<file path="config.mk">
export PLATFORM = sky130hd
export DESIGN_NAME = cv_mem_seq
export DESIGN_NICKNAME = d
export VERILOG_FILES = /design/src/rtl/cv_mem_pkg.sv /design/src/rtl/cv_mem_map.sv /design/src/rtl/cv_mem_seq.sv
export SDC_FILE = /design/constraint.sdc
export NUM_CORES = 1
export LEC_CHECK = 0
export BUFFER_PORTS_ARGS = -buffer_cell sky130_fd_sc_hd__buf_2
export CORE_MARGIN = 2
export CORE_UTILIZATION = 49
export DETAILED_ROUTE_END_ITERATION = 10
export GPL_ROUTABILITY_DRIVEN = 0
export GPL_TIMING_DRIVEN = 0
export PLACE_DENSITY = 0.78
export SLEW_MARGIN = 40
export SYNTH_ARGS = -nofsm -noshare
export SYNTH_HDL_FRONTEND = slang
export SYNTH_SLANG_ARGS = --single-unit
</file>
<file path="constraint.sdc">
create_clock -name clk_i -period 2.9 [get_ports clk_i]
set_clock_uncertainty 0.2 [all_clocks]
set_input_delay 0.435 -clock clk_i [delete_from_list [all_inputs] [get_ports clk_i]]
set_output_delay 0.435 -clock clk_i [all_outputs]
set_load 0.1 [all_outputs]
</file>
<file path="src/rtl/cv_mem_pkg.sv">
// Shared types and constants for the ColecoVision/ADAM memory access sequencer.
package cv_mem_pkg;

  localparam int unsigned ADDR_W = 23;
  localparam int unsigned DATA_W = 8;
  localparam int unsigned CNT_W  = 8;
  localparam int unsigned NUM_CE = 9;

  // CE vector bit positions, listed from highest to lowest priority
  localparam int unsigned CE_BIOS       = 0;
  localparam int unsigned CE_EOS        = 1;
  localparam int unsigned CE_WRITER     = 2;
  localparam int unsigned CE_RAM        = 3;
  localparam int unsigned CE_LOWER_EXP  = 4;
  localparam int unsigned CE_UPPER_RAM  = 5;
  localparam int unsigned CE_EXP_RAM    = 6;
  localparam int unsigned CE_EXP_ROM    = 7;
  localparam int unsigned CE_CART       = 8;

  localparam logic [ADDR_W-1:0] BASE_BIOS    = 23'h000000;
  localparam logic [ADDR_W-1:0] BASE_EOS     = 23'h002000;
  localparam logic [ADDR_W-1:0] BASE_WRITER  = 23'h008000;
  localparam logic [ADDR_W-1:0] BASE_RAM     = 23'h010000;
  localparam logic [ADDR_W-1:0] BASE_EXP_RAM = 23'h020000;
  localparam logic [ADDR_W-1:0] BASE_EXP_ROM = 23'h030000;
  localparam logic [ADDR_W-1:0] BASE_CART    = 23'h400000;

  typedef enum logic [1:0] {
    IDLE,
    REQ,
    HOLD
  } state_t;

  typedef enum logic [3:0] {
    RGN_NONE,
    RGN_BIOS,
    RGN_EOS,
    RGN_WRITER,
    RGN_RAM,
    RGN_LOWER_EXP,
    RGN_UPPER_RAM,
    RGN_EXP_RAM,
    RGN_EXP_ROM,
    RGN_CART
  } region_t;

  function automatic logic is_rom(input region_t r);
    return (r == RGN_BIOS) || (r == RGN_EOS) || (r == RGN_WRITER) ||
           (r == RGN_EXP_ROM) || (r == RGN_CART);
  endfunction

endpackage

</file>
<file path="src/rtl/cv_mem_map.sv">
// Priority-encodes the decoder chip enables and maps the Z80 address onto
// the flat external memory address space.
module cv_mem_map
  import cv_mem_pkg::*;
(
  input  logic [NUM_CE-1:0] ce_n,
  input  logic [15:0]       a,
  input  logic [5:0]        cart_page,
  output region_t           region_c,
  output logic [ADDR_W-1:0] addr_c
);

  always_comb begin
    region_c = RGN_NONE;
    addr_c   = '0;
    if (!ce_n[CE_BIOS]) begin
      region_c = RGN_BIOS;
      addr_c   = BASE_BIOS + ADDR_W'(a[12:0]);
    end else if (!ce_n[CE_EOS]) begin
      region_c = RGN_EOS;
      addr_c   = BASE_EOS + ADDR_W'(a[12:0]);
    end else if (!ce_n[CE_WRITER]) begin
      region_c = RGN_WRITER;
      addr_c   = BASE_WRITER + ADDR_W'(a[14:0]);
    end else if (!ce_n[CE_RAM]) begin
      region_c = RGN_RAM;
      addr_c   = BASE_RAM + ADDR_W'(a);
    end else if (!ce_n[CE_LOWER_EXP]) begin
      region_c = RGN_LOWER_EXP;
      addr_c   = BASE_EXP_RAM + ADDR_W'(a);
    end else if (!ce_n[CE_UPPER_RAM]) begin
      region_c = RGN_UPPER_RAM;
      addr_c   = BASE_RAM + ADDR_W'(a);
    end else if (!ce_n[CE_EXP_RAM]) begin
      region_c = RGN_EXP_RAM;
      addr_c   = BASE_EXP_RAM + ADDR_W'(a);
    end else if (!ce_n[CE_EXP_ROM]) begin
      region_c = RGN_EXP_ROM;
      addr_c   = BASE_EXP_ROM + ADDR_W'(a[14:0]);
    end else if (!ce_n[CE_CART]) begin
      region_c = RGN_CART;
      addr_c   = BASE_CART + ADDR_W'({cart_page, a[13:0]});
    end
  end

endmodule

</file>
<file path="src/rtl/cv_mem_seq.sv">
// Turns each Z80 memory cycle into a single request on the flat external
// memory port, stretching the CPU with WAIT until the data returns.
module cv_mem_seq
  import cv_mem_pkg::*;
#(
  parameter int unsigned TIMEOUT_CYCLES = 255
) (
  input  logic              clk_i,
  input  logic              reset_i,
  input  logic [15:0]       a_i,
  input  logic [DATA_W-1:0] d_i,
  input  logic              mreq_n_i,
  input  logic              rd_n_i,
  input  logic              wr_n_i,
  input  logic              rfsh_n_i,
  input  logic              bios_rom_ce_n_i,
  input  logic              eos_rom_ce_n_i,
  input  logic              writer_rom_ce_n_i,
  input  logic              expansion_rom_ce_n_i,
  input  logic              cartridge_rom_ce_n_i,
  input  logic              ram_ce_n_i,
  input  logic              lowerexpansion_ram_ce_n_i,
  input  logic              upper_ram_ce_n_i,
  input  logic              expansion_ram_ce_n_i,
  input  logic [5:0]        cart_page_i,
  output logic              wait_n_o,
  output logic [DATA_W-1:0] d_o,
  output logic              d_oe_o,
  output logic              mem_req_o,
  output logic              mem_we_o,
  output logic [ADDR_W-1:0] mem_addr_o,
  output logic [DATA_W-1:0] mem_wdata_o,
  input  logic              mem_ack_i,
  input  logic [DATA_W-1:0] mem_rdata_i,
  output logic              err_o
);

  logic [NUM_CE-1:0] ce_n;
  region_t           region;
  logic [ADDR_W-1:0] map_addr;
  logic              acc_c;
  logic              rom_wr_c;

  state_t            state_q, state_d;
  logic [CNT_W-1:0]  cnt_q, cnt_d;
  logic [CNT_W-1:0]  cnt_inc;
  logic              req_q, req_d;
  logic              we_q, we_d;
  logic              rd_q, rd_d;
  logic [ADDR_W-1:0] addr_q, addr_d;
  logic [DATA_W-1:0] wdata_q, wdata_d;
  logic [DATA_W-1:0] dout_q, dout_d;
  logic              err_q, err_d;

  assign ce_n = {cartridge_rom_ce_n_i, expansion_rom_ce_n_i, expansion_ram_ce_n_i,
                 upper_ram_ce_n_i, lowerexpansion_ram_ce_n_i, ram_ce_n_i,
                 writer_rom_ce_n_i, eos_rom_ce_n_i, bios_rom_ce_n_i};

  cv_mem_map u_map (
    .ce_n      (ce_n),
    .a         (a_i),
    .cart_page (cart_page_i),
    .region_c  (region),
    .addr_c    (map_addr)
  );

  // A decoded region implies at least one CE is low; refresh cycles never qualify
  assign acc_c    = !mreq_n_i && rfsh_n_i && (!rd_n_i || !wr_n_i) && (region != RGN_NONE);
  assign rom_wr_c = is_rom(region) && !wr_n_i;
  assign cnt_inc  = cnt_q + CNT_W'(1);

  always_ff @(posedge clk_i) begin
    if (reset_i) begin
      state_q <= IDLE;
      cnt_q   <= '0;
      req_q   <= 1'b0;
      we_q    <= 1'b0;
      rd_q    <= 1'b0;
      addr_q  <= '0;
      wdata_q <= '0;
      dout_q  <= 8'hFF;
      err_q   <= 1'b0;
    end else begin
      state_q <= state_d;
      cnt_q   <= cnt_d;
      req_q   <= req_d;
      we_q    <= we_d;
      rd_q    <= rd_d;
      addr_q  <= addr_d;
      wdata_q <= wdata_d;
      dout_q  <= dout_d;
      err_q   <= err_d;
    end
  end

  always_comb begin
    state_d = state_q;
    cnt_d   = cnt_q;
    req_d   = req_q;
    we_d    = we_q;
    rd_d    = rd_q;
    addr_d  = addr_q;
    wdata_d = wdata_q;
    dout_d  = dout_q;
    err_d   = err_q;
    case (state_q)
      IDLE: begin
        if (acc_c) begin
          if (rom_wr_c) begin
            // Write-protected: swallow the cycle without touching the port
            state_d = HOLD;
            rd_d    = 1'b0;
          end else begin
            state_d = REQ;
            req_d   = 1'b1;
            addr_d  = map_addr;
            we_d    = !wr_n_i;
            rd_d    = wr_n_i;
            wdata_d = d_i;
            cnt_d   = '0;
          end
        end
      end
      REQ: begin
        if (mem_ack_i) begin
          if (!we_q) begin
            dout_d = mem_rdata_i;
          end
          req_d   = 1'b0;
          state_d = HOLD;
        end else if (cnt_inc == CNT_W'(TIMEOUT_CYCLES)) begin
          dout_d  = 8'hFF;
          err_d   = 1'b1;
          req_d   = 1'b0;
          state_d = HOLD;
        end else begin
          cnt_d = cnt_inc;
        end
      end
      HOLD: begin
        if (mreq_n_i || (rd_n_i && wr_n_i)) begin
          state_d = IDLE;
        end
      end
      default: begin
        state_d = IDLE;
        req_d   = 1'b0;
      end
    endcase
  end

  assign wait_n_o    = !((state_q == REQ) || ((state_q == IDLE) && acc_c && !rom_wr_c));
  assign d_oe_o      = (state_q == HOLD) && rd_q && !rd_n_i;
  assign d_o         = dout_q;
  assign mem_req_o   = req_q;
  assign mem_we_o    = we_q;
  assign mem_addr_o  = addr_q;
  assign mem_wdata_o = wdata_q;
  assign err_o       = err_q;

endmodule
</file>
==> impl_metrics.toml, run 1 <==
[status]
status = "finished clean"

[power]
p_leak_nw = 1.30
pwr-share-seq_pct = 46.8
pwr_density_cell_nw_per_um2 = 482
sw_frac_of_total_pct = 32.5
switchingPower_mw = 0.506
power.total_mw = 1.55
pwr-share-clk_pct = 31.8
peakVddDrop_mv = 0.364
combinationalPowerShare_pct = 21.4
power.internal_mw = 1.05

[timing]
rsz0062_at_grt = "false"
setup_violations = 0
tightest_slew_ps = 687
fmax_ghz = 0.352
slew_headroom_pct = 54.1
fin_crit_sh_pct = 98.0
final_max_slew_viol_count = 0
post-route-min-period_ps = 2840
hold_viol = 0

[critical_path]
path_buf_inv = 2
cp.arrival_ps = 2210
path_class = "in2out"
max_stage_delay_ps = 500
slowest_stage = "nor4_2"
worstSetupStartpointType = "primary input"
crit_chain = "buf_2 -> nand3_1 -> nor4_2 -> a211o_1 -> nor2_1 -> nor2_2 -> buf_4"
crit_family = "simple AND/OR/NAND/NOR gates"
cp.required_ps = 2270
end_kind = "output pin"
crit_path_max_fanout = 7

[synthesis]
syn-cell-area_um2 = 2550
ys_warn_count = 0
syn_inst = 315
synth-seq-cells = 51
synth-async-reset-ratio_pct = 0
synthFlopType = "dfxtp_1"
seq_area_frac_synth_pct = 40.1
synth.avg_cell_area_um2 = 8.08
netlist-cell-type-count = 49
synth-edff-count = 0

[clocking]
cts_hold_buf = 0
cts_sinks = 51
cts_root_buf = "clkbuf_8"
cts.path.max_buffers = 2
cts_made_buffers = 5
cts.clk_slew.worst_paths_ps = 90
cts_tree = "done"
htree_levels = 2
clk-insertion-delay-late_ps = 300

[floorplanning]
start_util_pct = 50.2
rows = 26
design.die.area_um2 = 5790
fp.dieH_um = 76.1
ios = 98
dieWidth_um = 76.1
core_um2 = 5070

[detailed_routing]
drt_first_pass_iters = 4
wl_per_cell_um = 14.4
via_count = 2788
routed_wl_um = 7030
drtIter0Drc = 162
via_per_inst = 5.72
drc = 0
drtAntennaViolNets = 0

[place]
numPortBuffers = 94
dp_hpwl_um = 5230
place_area_um2 = 3120

[layout]
nets = 473
drive_above_1_share_pct = 29.3
multi_input_area_um2 = 1390
design_area_um2 = 3230
fillers = 472
register_area_um2 = 1020
syn2layout_area_growth_pct = 26.7
diodes = 0

[global_route]
grt_max_degree = 16
grt_pass1_wl_um = 11900
grt_usage_pct = 24.4
grt_remaining_overflow = 0
grt_pass1_vias = 2715
antenna_found_initial = 0

[hold_path]
holdCritPathClass = "in2reg"

[run]
max-cap-violations = 0
[flip-flops by register name (all words and copies together) (netlist names)]
| register | cells |
|---|---|
| cnt_q | 8 |
| state_q | 2 |
| err_o | 1 |
| mem_addr_o | 21 |
| mem_we_o | 1 |
| mem_req_o | 1 |
| mem_wdata_o | 8 |
| d_o | 8 |
| rd_q | 1 |
[layout by cell type, fill, tap and decap left out, drive strengths merged, types with 4 or more instances in the layout]
master | netlist | final
buf | 7 | 101
dfxtp | 51 | 51
o21ai | 42 | 42
a21oi | 38 | 38
clkbuf | 19 | 24
nand3 | 22 | 22
nor2 | 20 | 20
nand4 | 18 | 18
nand2 | 18 | 18
o311ai | 10 | 10
inv | 9 | 9
a31oi | 7 | 7
nor2b | 6 | 6
a211oi | 5 | 5
o211ai | 4 | 4
nor4 | 4 | 4
[final timing paths]
kind / from / to / slack [ps] / cells past startpoint
setup / recovery: writer_rom_ce_n_i / wait_n_o / 60 / 7
hold / removal: d_i[7] / mem_wdata_o[7] / 170 / 3
hold reg to reg: mem_addr_o[1] / mem_addr_o[1] / 280 / 2
setup reg to reg: cnt_q[0] / cnt_q[1] / 500 / 6
[power by group through the flow]
stage | clock [mW] | combinational (mW) | sequential [mW]
after floorplan | 0 | 0.130 | 0.849
after global placement | 0 | 0.327 | 0.742
after detailed placement | 0 | 0.328 | 0.743
after CTS | 0.500 | 0.331 | 0.727
after global routing | 0.523 | 0.354 | 0.730
final | 0.494 | 0.333 | 0.727
[worst min-delay path: stages]
cell and delay, ps:
buf_2 90, nand3_1 50, a21oi_1 50
[cell usage after synthesis, types with 3 or more instances]
cell type,number,area share (%)
nand4_1,18,4.4
buf_2,5,0.98
a31oi_1,7,1.7
nand2_1,18,2.7
nor2b_1,6,1.5
o211ai_1,4,1.2
a211oi_1,3,0.88
o21ai_0,40,7.9
nand3_1,21,4.1
o311ai_1,9,3.1
clkbuf_1,19,2.8
nor4_1,3,0.74
inv_1,9,1.3
a21oi_1,38,7.5
dfxtp_1,51,40
nor2_1,19,2.8
[metal layers]
metal	share of wire, %	GRT usage [%]	vias up
li1	-	-	1367
met1	43	29.3	1298
met2	49	43.9	114
met3	7.1	5.92	9
met4	1.0	6.18	0
met5	0	0	-
[cell families (layout without fill, tap and decap cells)]
group	count (synthesis)	count (layout)	share of synthesized area, %
AOI/OAI and AO/OA	118	118	29.5
and+or+nand+nor	102	102	21.2
DFF	51	51	40.1
buffers and inverters	35	136	5.70
muxes	4	4	1.67
adders and majority gates	2	2	0.983
xor gates and xnor gates	2	2	0.688
other	1	2	0.147
[final cells by class]
type | instances | area share [%]
Clock buffer | 5 | 2.13
Buffer | 26 | 3.45
Tap cell | 70 | 2.72
Sequential cell | 51 | 31.7
Timing Repair Buffer | 94 | 14.7
Clock inverter | 2 | 1.16
Inverter | 9 | 1.05
Multi-Input combinational cell | 230 | 43.2
[through the flow]
stage	setup TNS, ps	instances	worst slack (ps)	hold slack, ps	util (%)
after detailed placement	0	480	34.9	264	61.4
after global routing	0	487	3.12	174	63.6
after global placement	0	480	51.0	254	61.4
final	0	487	57.5	169	63.6
after CTS	0	487	118	167	63.6
after floorplan	-34.3	316	-34.3	251	-
[what timing repair did]
action	in CTS	in global routing
endpoints found under the setup margin	1	0
hold endpoints to repair	0	0
gates resized for setup	1	0
buffers inserted	0	0
Power figures use the tool's default switching activity.
==> run 2, diff against run 1 <==
CORE_UTILIZATION = 50   (was 49)
CTS_BUF_LIST = sky130_fd_sc_hd__clkbuf_4 sky130_fd_sc_hd__clkbuf_8   (was not set)
PLACE_DENSITY = 0.8   (was 0.78)
SYNTH_HIERARCHICAL = 1   (was not set)
==> run 2 against run 1 <==
Net effect:
- die area shrank 3.2%
- hold slack lost 21 ps
- final area grew 0.81%
- count of clock-buffer cells in the layout grew 1
- flip-flop and latch count grew 2
- utilization grew 4.4 points
- synthesized cell count shrank 2.5%
- critical path type unchanged
- largest power group unchanged
==> impl_metrics.toml, run 2 <==
[layout]
design_area_um2 = 3250
finalNonFillerCells = 482
drive_above_1_share_pct = 33.5
syn2layout_area_growth_pct = 29.5
nets = 470
largest_reg_flops = 23
fillers = 440
diodes = 0
final_common_cell = "buf_2"
multi_input_area_um2 = 1350
register_area_um2 = 1060
mostFrequentLayoutCells = "buf_2, nand2_1, dfxtp_1"

[timing]
tightest_slew_ps = 591
slew_headroom_pct = 60.1
layout_setup_ws_ps = 149
fin_crit_sh_pct = 94.9
final_max_slew_viol_count = 0
post-route-min-period_ps = 2750
rsz0062_at_grt = "false"
whs_ps = 148
setup_violations = 0
hold_viol = 0
fmax_ghz = 0.364

[clocking]
cts_hold_buf = 0
cts_sinks = 53
cts_root_buf = "clkbuf_8"
cts_tree = "done"
clk-insertion-delay-late_ps = 310
cts.path.max_buffers = 2
htree_levels = 2
cts.clk_slew.worst_paths_ps = 90
cts_made_buffers = 5

[global_route]
grt_max_degree = 17
antenna_found_initial = 0
grt_pass1_wl_um = 9900
grt_usage_pct = 22.7
grt_remaining_overflow = 0
grt_pass1_vias = 2299

[place]
place_area_um2 = 3100
numPortBuffers = 97
pre_cts_ws_ps = -369
dp_hpwl_um = 4840
placed_cells = 472

[critical_path]
path_class = "in2out"
slowest_stage = "or4_4"
crit_path_max_fanout = 13
crit_chain = "clkbuf_4 -> or2b_1 -> o211ai_1 -> a31oi_1 -> or4_4 -> nand4_1 -> nor2b_4 -> nor2_4 -> buf_12"
cp.arrival_ps = 2120
max_stage_delay_ps = 430
end_kind = "output pin"
cp.required_ps = 2270
worstSetupStartpointType = "primary input"
path_buf_inv = 2
crit_family = "simple AND/OR/NAND/NOR gates"

[synthesis]
synthFlopType = "dfxtp_1"
seq_area_frac_synth_pct = 42.3
synth-async-reset-ratio_pct = 0
netlist_top_cells_area = "dfxtp_1, nand2_1, a21oi_1, nor2b_1, nand3_1"
synthMostInstantiatedCell = "nand2_1"
ys_warn_count = 6
syn-cell-area_um2 = 2510
synth.avg_cell_area_um2 = 8.18
yosys-top-cells-count = "nand2_1, dfxtp_1, a21oi_1, nor2b_1, nand3_1"
yosys.area.top_type_share_pct = 42.3
synth-seq-cells = 53
synth-edff-count = 0
yosysTopAreaCell = "dfxtp_1"
syn_inst = 307
netlist-cell-type-count = 49

[detailed_routing]
routed_wl_um = 6450
via_per_inst = 5.35
drt_first_pass_iters = 4
via_count = 2580
drtIter0Drc = 127
drc = 0
drtAntennaViolNets = 0
wl_per_cell_um = 13.4

[floorplanning]
rows = 25
design.die.area_um2 = 5610
ios = 98
fp.dieH_um = 74.9
start_util_pct = 52.5
core_um2 = 4790
dieWidth_um = 74.9

[hold_path]
holdCritPathClass = "in2reg"

[power]
peakVddDrop_mv = 0.330
pwr_density_cell_nw_per_um2 = 463
p_leak_nw = 1.41

[run]
max-cap-violations = 0

[status]
status = "finished clean"
[run 2: cell count changes after synthesis, moves of 7 or more]
cell      delta
clkbuf_1    -14
nand2_1     +52
nand3_1      -7
nand4_1     -11
nor2_1       -8
nor2b_1     +11
o21ai_0     -36
o22a_1       +8
o311ai_1     -9
[run 2: final cells by class]
class | instances | area share (%)
flip-flops and latches | 53 | 32.6
multi-input cells | 230 | 41.6
inverters | 7 | 0.808
clock inverters | 2 | 0.462
repair buffers | 101 | 16.4
well taps | 67 | 2.58
clock buffers | 6 | 2.35
plain buffers | 16 | 3.23
[run 2: worst paths after layout]
path / start / endpoint / cells past startpoint / slack (ps)
setup / recovery: lowerexpansion_ram_ce_n_i / wait_n_o / 9 / 150
hold / removal: mem_rdata_i[2] / d_o[2] / 2 / 150
setup reg to reg: cnt_q[1] / cnt_q[2] / 7 / 630
hold reg to reg: mem_addr_o[8] / mem_addr_o[8] / 2 / 260
[run 2: what timing repair did]
item | 4_1_cts | 5_1_grt
setup buffers | 1 | 3
pin swaps | 1 | 5
gates resized for setup | 8 | 4
setup endpoints to repair | 1 | 1
endpoints found under the hold margin | 0 | 0
gates cloned | 0 | 0
[run 2: power breakdown]
part / switching [mW] / internal [mW]
registers: 0.0108 / 0.746
logic: 0.226 / 0.0932
clock network: 0.251 / 0.180
total: 0.487 / 1.02
[run 2: layer usage]
metal | global-route usage, % | part of all wire (%)
met1 | 27.5 | 42
met2 | 38.2 | 49
met3 | 5.76 | 7.4
met4 | 9.72 | 1.9
met5 | 0 | 0
[run 2: logic make-up after synthesis]
| group | synth area share [%] |
|---|---|
| AOI/OAI and AO/OA | 20.5 |
| xor gates and xnor gates | 0.997 |
| adders and majority gates | 0.996 |
| buffers and inverters | 5.58 |
| DFF | 42.3 |
| other | 0.149 |
| and+or+nand+nor | 29.5 |
[run 2: through the flow]
step                      total power, mW  setup TNS, ps  util, %
after global placement               1.07           -340     64.8
after floorplan                     0.994              0        -
after CTS                            1.51              0     67.4
final                                1.51              0     67.9
after detailed placement             1.08           -369     64.8
after global routing                 1.56              0     67.9
